## config.mk

```make
export PLATFORM = sky130hd
export DESIGN_NAME = iter_mul_unit
export DESIGN_NICKNAME = d
export VERILOG_FILES = /design/src/rtl/iter_mul_unit.sv
export SDC_FILE = /design/constraint.sdc
export NUM_CORES = 1
export LEC_CHECK = 0
export BUFFER_PORTS_ARGS = -buffer_cell sky130_fd_sc_hd__buf_2
export CAP_MARGIN = 20
export CORE_MARGIN = 2
export CORE_UTILIZATION = 50
export DETAILED_ROUTE_END_ITERATION = 6
export HOLD_SLACK_MARGIN = 0.08
export PLACE_DENSITY = 0.73
export SLEW_MARGIN = 20
export SYNTH_ARGS = -nofsm -noshare
export SYNTH_HDL_FRONTEND = slang
export SYNTH_SLANG_ARGS = --single-unit
```

## constraint.sdc

```tcl
create_clock -name CLK -period 15.55 [get_ports CLK]
set_clock_uncertainty 0.15 [all_clocks]
set_input_delay 3.8875 -clock CLK [delete_from_list [all_inputs] [get_ports CLK]]
set_output_delay 3.8875 -clock CLK [all_outputs]
set_load 0.02 [all_outputs]
```

## src/rtl/iter_mul_unit.sv

```systemverilog
// Iterative radix-2 shift-add multiplier for MUL/MLA write-back.
// Operands come from the register-file read ports. The product (plus the
// optional accumulate operand) is returned with its destination index and a
// one-cycle write strobe. The latency is fixed at W cycles, so the control
// unit can stall on BUSY without inspecting the operands.
module iter_mul_unit #(
  parameter int unsigned W = 32
) (
  input  logic         CLK,
  input  logic         RES,
  input  logic         START,
  input  logic [W-1:0] OpA,
  input  logic [W-1:0] OpB,
  input  logic [W-1:0] OpC,
  input  logic         ACC,
  input  logic [3:0]   DstAdd,
  output logic         BUSY,
  output logic         DONE,
  output logic [W-1:0] Result,
  output logic [3:0]   WAdd,
  output logic         FlagN,
  output logic         FlagZ
);

  localparam int unsigned CW = $clog2(W) + 1;
  localparam logic [CW-1:0] LAST_COUNT = CW'(W - 1);

  typedef enum logic [1:0] {
    S_IDLE = 2'd0,
    S_RUN  = 2'd1,
    S_DONE = 2'd2
  } state_t;

  state_t        r_state;
  state_t        w_state_next;

  logic [W-1:0]  r_acc;
  logic [W-1:0]  r_mcand;
  logic [W-1:0]  r_mplier;
  logic [CW-1:0] r_count;

  logic          r_busy;
  logic          r_done;
  logic [W-1:0]  r_result;
  logic [3:0]    r_wadd;
  logic          r_flag_n;
  logic          r_flag_z;

  logic          w_accept;
  logic          w_last;
  logic [W-1:0]  w_addend;
  logic [W-1:0]  w_acc_next;

  // The write-back cycle doubles as an idle cycle for acceptance, so a
  // request present during DONE is taken on the edge that leaves DONE.
  // This gives the one-op-per-(W+1)-cycles back-to-back rate.
  always_comb begin
    w_accept   = START && ((r_state == S_IDLE) || (r_state == S_DONE));
    w_last     = (r_state == S_RUN) && (r_count == LAST_COUNT);
    w_addend   = r_mplier[0] ? r_mcand : '0;
    w_acc_next = r_acc + w_addend;
  end

  // State register.
  always_ff @(posedge CLK or posedge RES) begin
    if (RES) begin
      r_state <= S_IDLE;
    end else begin
      r_state <= w_state_next;
    end
  end

  // Next-state logic.
  always_comb begin
    w_state_next = r_state;
    unique case (r_state)
      S_IDLE: begin
        if (w_accept) begin
          w_state_next = S_RUN;
        end
      end
      S_RUN: begin
        if (w_last) begin
          w_state_next = S_DONE;
        end
      end
      S_DONE: begin
        if (w_accept) begin
          w_state_next = S_RUN;
        end else begin
          w_state_next = S_IDLE;
        end
      end
      default: begin
        w_state_next = S_IDLE;
      end
    endcase
  end

  // Operand capture on accept, one shift-add step per RUN cycle.
  always_ff @(posedge CLK or posedge RES) begin
    if (RES) begin
      r_acc    <= '0;
      r_mcand  <= '0;
      r_mplier <= '0;
      r_count  <= '0;
    end else if (w_accept) begin
      r_acc    <= ACC ? OpC : '0;
      r_mcand  <= OpA;
      r_mplier <= OpB;
      r_count  <= '0;
    end else if (r_state == S_RUN) begin
      r_acc    <= w_acc_next;
      r_mcand  <= r_mcand << 1;
      r_mplier <= r_mplier >> 1;
      r_count  <= r_count + CW'(1);
    end
  end

  // Registered status. BUSY drops on the edge that performs the last step,
  // which is the same edge that raises DONE.
  always_ff @(posedge CLK or posedge RES) begin
    if (RES) begin
      r_busy <= 1'b0;
      r_done <= 1'b0;
    end else begin
      r_busy <= (r_state == S_RUN) && !w_last;
      r_done <= w_last;
    end
  end

  // Destination index is captured with the request; result and flags are
  // loaded on the last step and held until the next completion.
  always_ff @(posedge CLK or posedge RES) begin
    if (RES) begin
      r_result <= '0;
      r_wadd   <= '0;
      r_flag_n <= 1'b0;
      r_flag_z <= 1'b0;
    end else begin
      if (w_accept) begin
        r_wadd <= DstAdd;
      end
      if (w_last) begin
        r_result <= w_acc_next;
        r_flag_n <= w_acc_next[W-1];
        r_flag_z <= (w_acc_next == '0);
      end
    end
  end

  assign BUSY   = r_busy;
  assign DONE   = r_done;
  assign Result = r_result;
  assign WAdd   = r_wadd;
  assign FlagN  = r_flag_n;
  assign FlagZ  = r_flag_z;

endmodule

```

==> results by group, run 1 <==
Status
  – Status: finished clean

Placement
  – IO buf count: 143
  – Gpl congestion: 0.9016
  – Post-detail-place hpwl: 14.59 mm

GRT
  – Tot GR Track Use: 25.46%
  – First-pass GRT wire length: 33.80 mm
  – Largest net degree at the start of global routing: 96
  – Initial antenna violation count: 2
  – Vias in the first global route: 6747
  – Aggregate global routing overflow: 0

Worst setup path
  – Arrival @ worst endpoint: 5.69 ns
  – CP max stage cell: nand2b_4
  – CP Cell Sequence: buf_2 -> nand2b_4 -> nand2_2 -> o22ai_1 -> nor2_1
  – Critical Path End Type: flop
  – Crit path launch type: primary input
  – CP Max Fanout: 95
  – Critical Path Max Stage Delay: 0.65 ns
  – WP data required: 15.71 ns
  – Setup CP Type: in2reg

Routing
  – Avg Vias per Cell: 5.621
  – ANT nets after route: 0
  – Final Routed Wirelength: 20.81 mm
  – Drt pass-1 iters: 5
  – DR iter-0 viols: 438
  – DRC: 0
  – WL per Instance: 16.46 um
  – Vias: 7105

Timing
  – Final worst path period need: 5.530 ns
  – Actual slew at the worst max-slew pin: 1.016 ns
  – Worst rel slew slack: 32.26%
  – Max Slew Vio Count: 0
  – TNS Setup: 0 ns
  – Final Hold Fails: 0
  – Fmax: 180.8 MHz
  – RSZ-0062 raised after global routing: no
  – Final setup fails: 0
  – Fin crit share: 35.56%

CTS
  – Root buffer cell: clkbuf_16
  – CTS clk-pin slew, worst paths: 0.06 ns
  – Post-CTS Setup Repair Bufs: 0
  – Clock buffer depth: 2
  – CTS tree: built
  – CTS resizes: 0
  – Post-CTS Hold Buffers: 0
  – Inserted Clock Buffers: 17
  – H-Tree Depth: 4
  – Worst skew pair latency: 0.43 ns
  – Sinks on the clock net: 143

Yosys
  – Sequential cell area fraction in the yosys report: 44.69%
  – Yosys reg bits: 143
  – Mapped Avg Cell Area: 8.609 sq um
  – Area contributors post-synth: dfrtp_1, nand2_1, ha_1
  – Post-synth EDFFs: 0
  – Ys Warns: 0
  – Synth cell count leaders: nand2_1, dfrtp_1, nor2_1
  – Netlist cell types: 62
  – Count leader, synth: nand2_1
  – Share of the synthesized area in the top cell type: 44.69%
  – Area leader, netlist: dfrtp_1
  – Post-synth ARST share: 100.0%
  – Post-synthesis cell count: 930
  – Most used DFF post-synth: dfrtp_1
  – Netlist Area Pre-Place: 8006 sq um
  – Syn Nets: 1067

Die
  – Die Area: 17040 sq um
  – Die height: 130.5 um
  – # rows: 46
  – Io pins: 144
  – Die Width: 130.5 um
  – Starting Density: 50.77%
  – Core Area: 15770 sq um

Cells and area
  – # fillers: 1454
  – Layout cells sized above 1: 19.39%
  – Nets: 1171
  – Area growth, synth to finish: 17.85%
  – Final Util: 59.83%

Power
  – PwrDens: 247.0 nW/um^2
  – Peak supply drop: 0.09823 mV
  – Leak pwr: 4.583 nW

Job
  – Max-cap violations: 0

Hold path
  – Hold Crit Class: reg2reg
sequential cells by signal, indices dropped and copies added (netlist names):
register  cells
Result       32
r_state       2
r_mplier     32
BUSY          1
FlagZ         1
WAdd          4
r_count       6
r_acc        32
r_mcand      32
DONE          1
metal layers:
metal  GRT usage (%)  part of all wire, %  up-vias
met3           7.451                  7.0       26
met2           38.66                   45      190
li1                -                    -     3485
met1           35.60                   46     3402
met4           7.572                  1.4        2
met5               0                0.062        -
kinds of logic (layout without fill, tap and decap cells):
kind of cell	Yosys count	after routing	synth area share, %
other	0	1	0
flip-flops	143	143	44.69
adder cells (fa/ha/maj)	33	33	5.251
AND/OR/NAND/NOR	381	381	20.55
XOR/XNOR	31	31	3.391
multiplexers	7	7	0.9846
buffers and inverters	73	190	3.516
AO/OA/AOI/OAI	262	262	21.61
layout by cell type, fill, tap and decap left out, types with 4 or more instances in the layout:
cell type,netlist,layout
a211oi_1,24,24
a21o_1,10,10
a21oi_1,60,60
a22oi_1,33,33
a31oi_1,33,33
and2_1,33,33
buf_2,3,143
buf_4,1,5
bufinv_16,0,4
clkbuf_16,0,17
clkinv_2,0,4
dfrtp_1,143,143
ha_1,32,32
inv_1,9,8
mux2_2,7,7
nand2_1,206,205
nand3_1,9,9
nand4_1,11,11
nor2_1,90,89
nor3_1,10,10
o211ai_1,6,6
o21a_1,9,9
o21ai_0,43,43
o21ai_1,4,4
o31ai_1,6,6
or3_1,4,4
xnor2_1,15,15
xor2_1,16,16
critical path, delay by kind of cell:
kind	cells	cell delay, ns
AOI/OAI and AO/OA	1	0.32
buffers and inverters	1	0.12
and+or+nand+nor	3	1.33
worst paths after layout:
path,startpoint,to,slack (ns),cells past startpoint
setup / recovery,START,r_acc[2],10.02,5
hold / removal,WAdd[1],WAdd[1],0.32,2
setup reg to reg,r_mplier[0],FlagZ,11.05,12
hold reg to reg,WAdd[1],WAdd[1],0.32,2
max in group asynchronous,RES,r_acc[17],10.49,3
min in group asynchronous,RES,r_mplier[30],3.38,2
cell type report:
cell class,count,area [sq um],share of cell area [%]
antenna,1,2.502,0.02652
clock inverter,11,163.9,1.737
multi-input combinational,714,4174,44.24
tap,216,270.3,2.864
timing repair buffer,148,753.2,7.983
clock buffer,21,450.4,4.774
inverter,10,42.54,0.4509
sequential,143,3578,37.93
where the power goes:
part | total (mW) | leakage [nW] | switching [mW] | internal [mW]
Combinational | 1.22 | 2.49 | 0.761 | 0.461
Clock | 0.429 | 0.297 | 0.158 | 0.272
Sequential | 0.679 | 1.79 | 0.123 | 0.556
Total | 2.33 | 4.58 | 1.04 | 1.29
per-stage QoR:
step	area (sq um)	hold WS (ns)	std cells	setup WS (ns)	power (mW)
floorplan	8006	0.2963	930	7.675	1.564
global placement	8816	0.3046	1231	9.127	1.865
detailed placement	8816	0.3073	1231	9.122	1.894
CTS	9430	0.3228	1263	9.581	2.332
global route	9433	0.3447	1263	9.781	2.521
finish	9435	0.3202	1264	10.02	2.330
(Power assumes the default switching activity.)
==> inputs of run 2 (changes only) <==
Clock period 15.55 ns to 5.4 ns, I/O delays scaled along.
==> run 2 against run 1 <==
Die area is the same. Total power rose to 2.9 times the previous value. Non-clock buffer count grew 5. Register-to-register slack worse by 9.8 ns. Via count increased by 1.9%. Wire length increased by 4.3%. Core utilization is 0.31 points higher. Final area up 0.52%. Combinational power grew to 2.9 times the previous value. Worst hold slack got worse by 0.0014 ns. Largest power group unchanged.
==> results by group, run 2 (synthesis gave the netlist of run 1 again) <==
Routing
  – WL per Instance: 17.10 um (+3.9%)
  – Final Routed Wirelength: 21.71 mm (+4.3%)
  – DRC: 0 (unchanged)
  – ANT nets after route: 0 (unchanged)
  – Vias: 7242 (+1.9%)
  – DR iter-0 viols: 442 (+0.91%)
  – Avg Vias per Cell: 5.707 (+1.5%)
  – Drt pass-1 iters: 6 (+1)

Worst setup path
  – Critical Path End Type: flop
  – Worst r2r dst: FlagZ
  – Setup slack, reg-to-reg: 1.24 ns (-9.81 ns)
  – Worst r2r path cells: 12 (unchanged)
  – Arrival @ worst endpoint: 4.35 ns (-1.34 ns)
  – CP Max Fanout: 33 (-65%)
  – Worst R2R Start: r_mplier[0]
  – WP data required: 5.59 ns (-10.12 ns)
  – Crit path launch type: flop
  – CP startpoint: r_mplier[0]
  – Setup CP Type: reg2reg

Cells and area
  – Area growth, synth to finish: 18.46%
  – Multi-input logic area: 4172 sq um (about the same)
  – Final Util: 60.14% (+0.31 points)
  – Layout cells sized above 1: 19.87% (+0.48 points)
  – # fillers: 1457 (+0.21%)
  – Nets: 1176 (+0.43%)
  – Most frequent cells in the layout: nand2_1, dfrtp_1, buf_2
  – Reg area: 3578 sq um (unchanged)
  – Leading cell type in the layout, fill and taps excluded: nand2_1

CTS
  – CTS clk-pin slew, worst paths: 0.06 ns (about the same)
  – Clock buffer depth: 2 (unchanged)
  – Post-CTS Hold Buffers: 0 (unchanged)
  – Worst skew pair latency: 0.44 ns (about the same)
  – CTS tree: built
  – Sinks on the clock net: 143 (unchanged)
  – Root buffer cell: clkbuf_16
  – CTS resizes: 0 (unchanged)
  – H-Tree Depth: 4 (unchanged)
  – Inserted Clock Buffers: 17 (unchanged)
  – Post-CTS Setup Repair Bufs: 0 (unchanged)

GRT
  – Initial antenna violation count: 1 (-1)
  – Tot GR Track Use: 26.33% (+0.87 points)
  – First-pass GRT wire length: 34.96 mm (+3.5%)
  – Vias in the first global route: 6915 (+2.5%)
  – Largest net degree at the start of global routing: 95 (-1.0%)
  – Aggregate global routing overflow: 0 (unchanged)

Timing
  – Fmax: 240.4 MHz
  – Max Slew Vio Count: 0 (unchanged)
  – Final worst path period need: 4.160 ns
  – TNS Setup: 0 ns (unchanged)
  – RSZ-0062 raised after global routing: no
  – Actual slew at the worst max-slew pin: 0.9084 ns (-0.1077 ns)
  – Fin crit share: 77.04%
  – Worst rel slew slack: 39.44% (+7.2 points)
  – Final Hold Fails: 0 (unchanged)
  – Min Hold Slack: 0.3187 ns (-0.001449 ns)
  – Final setup fails: 0 (unchanged)

Job
  – Max-cap violations: 0 (unchanged)

Power
  – PwrDens: 712.7 nW/um^2 (+190%)
  – Leak pwr: 4.606 nW (+0.51%)
  – Peak supply drop: 0.3357 mV (+240%)

Placement
  – Gpl congestion: 0.9359 (+3.8%)
  – IO buf count: 143 (unchanged)
  – Post-detail-place hpwl: 15.22 mm (+4.4%)

Die
  – Io pins: 144 (unchanged)
  – Die Area: 17040 sq um (unchanged)
  – Starting Density: 50.77% (unchanged)
  – Core Area: 15770 sq um (unchanged)
  – Die height: 130.5 um (unchanged)
  – Die Width: 130.5 um (unchanged)
  – # rows: 46 (unchanged)

Hold path
  – Hold Startpoint: WAdd[3]
  – Hold depth: 2 (unchanged)
  – Hold Crit Class: reg2reg
  – Hold path endpoint: WAdd[3]

Status
  – Status: finished clean
==> run 2: cell count changes in the layout (fill, tap and decap cells not counted), moves of 2 or more <==
| cell | change |
|---|---|
| clkinv_2 | -2 |
| clkinvlp_4 | +2 |
| clkbuf_8 | +4 |
| clkbuf_1 | -2 |
| buf_4 | +5 |
==> run 2: power by group <==
| part | internal [mW] | switching [mW] | total [mW] |
|---|---|---|---|
| sequential | 1.60 | 0.375 | 1.97 |
| clock | 0.786 | 0.461 | 1.25 |
| combinational | 1.34 | 2.20 | 3.54 |
==> run 2: final cells by class <==
type	count	share of cell area [%]
inverter	10	0.4485
multi-input combinational	714	43.98
timing repair buffer	153	8.338
sequential	143	37.73
antenna	1	0.02639
clock buffer	23	5.251
tap	216	2.850
clock inverter	9	1.372
==> run 2: worst max path at each step <==
stage          endpoint  cells past startpoint
2_1_floorplan      BUSY                      1
3_3_place_gp      FlagZ                     12
3_5_place_dp      FlagZ                     12
4_1_cts           FlagZ                     12
5_1_grt           FlagZ                     12
6_report          FlagZ                     12
==> run 2: metrics by stage <==
stage | total power, mW | worst slack, ns | area (sq um) | cells
floorplan | 4.502 | 0.06207 | 8006 | 930
global placement | 5.419 | 1.345 | 8853 | 1236
detailed placement | 5.473 | 1.330 | 8853 | 1236
CTS | 6.754 | 1.317 | 9482 | 1268
global route | 7.278 | 0.9658 | 9482 | 1268
finish | 6.759 | 1.240 | 9484 | 1269
==> run 2: critical path, stage by stage, from the launching register on <==
cell      delay (ns)
dfrtp_1         0.72
and2_1          0.31
ha_1            0.20
fa_1            0.43
a21o_1          0.23
a221oi_2        0.47
xor2_1          0.26
and4_1          0.23
o2111a_1        0.19
nand4_1         0.16
nor4b_1         0.38
nand4_1         0.14
o31ai_1         0.20
==> run 2: metal layers <==
layer | track usage (%) | wire (um)
met2 | 40.13 | 9836
met3 | 6.800 | 1581
met1 | 36.73 | 9903
met5 | 0 | 0
met4 | 9.136 | 385
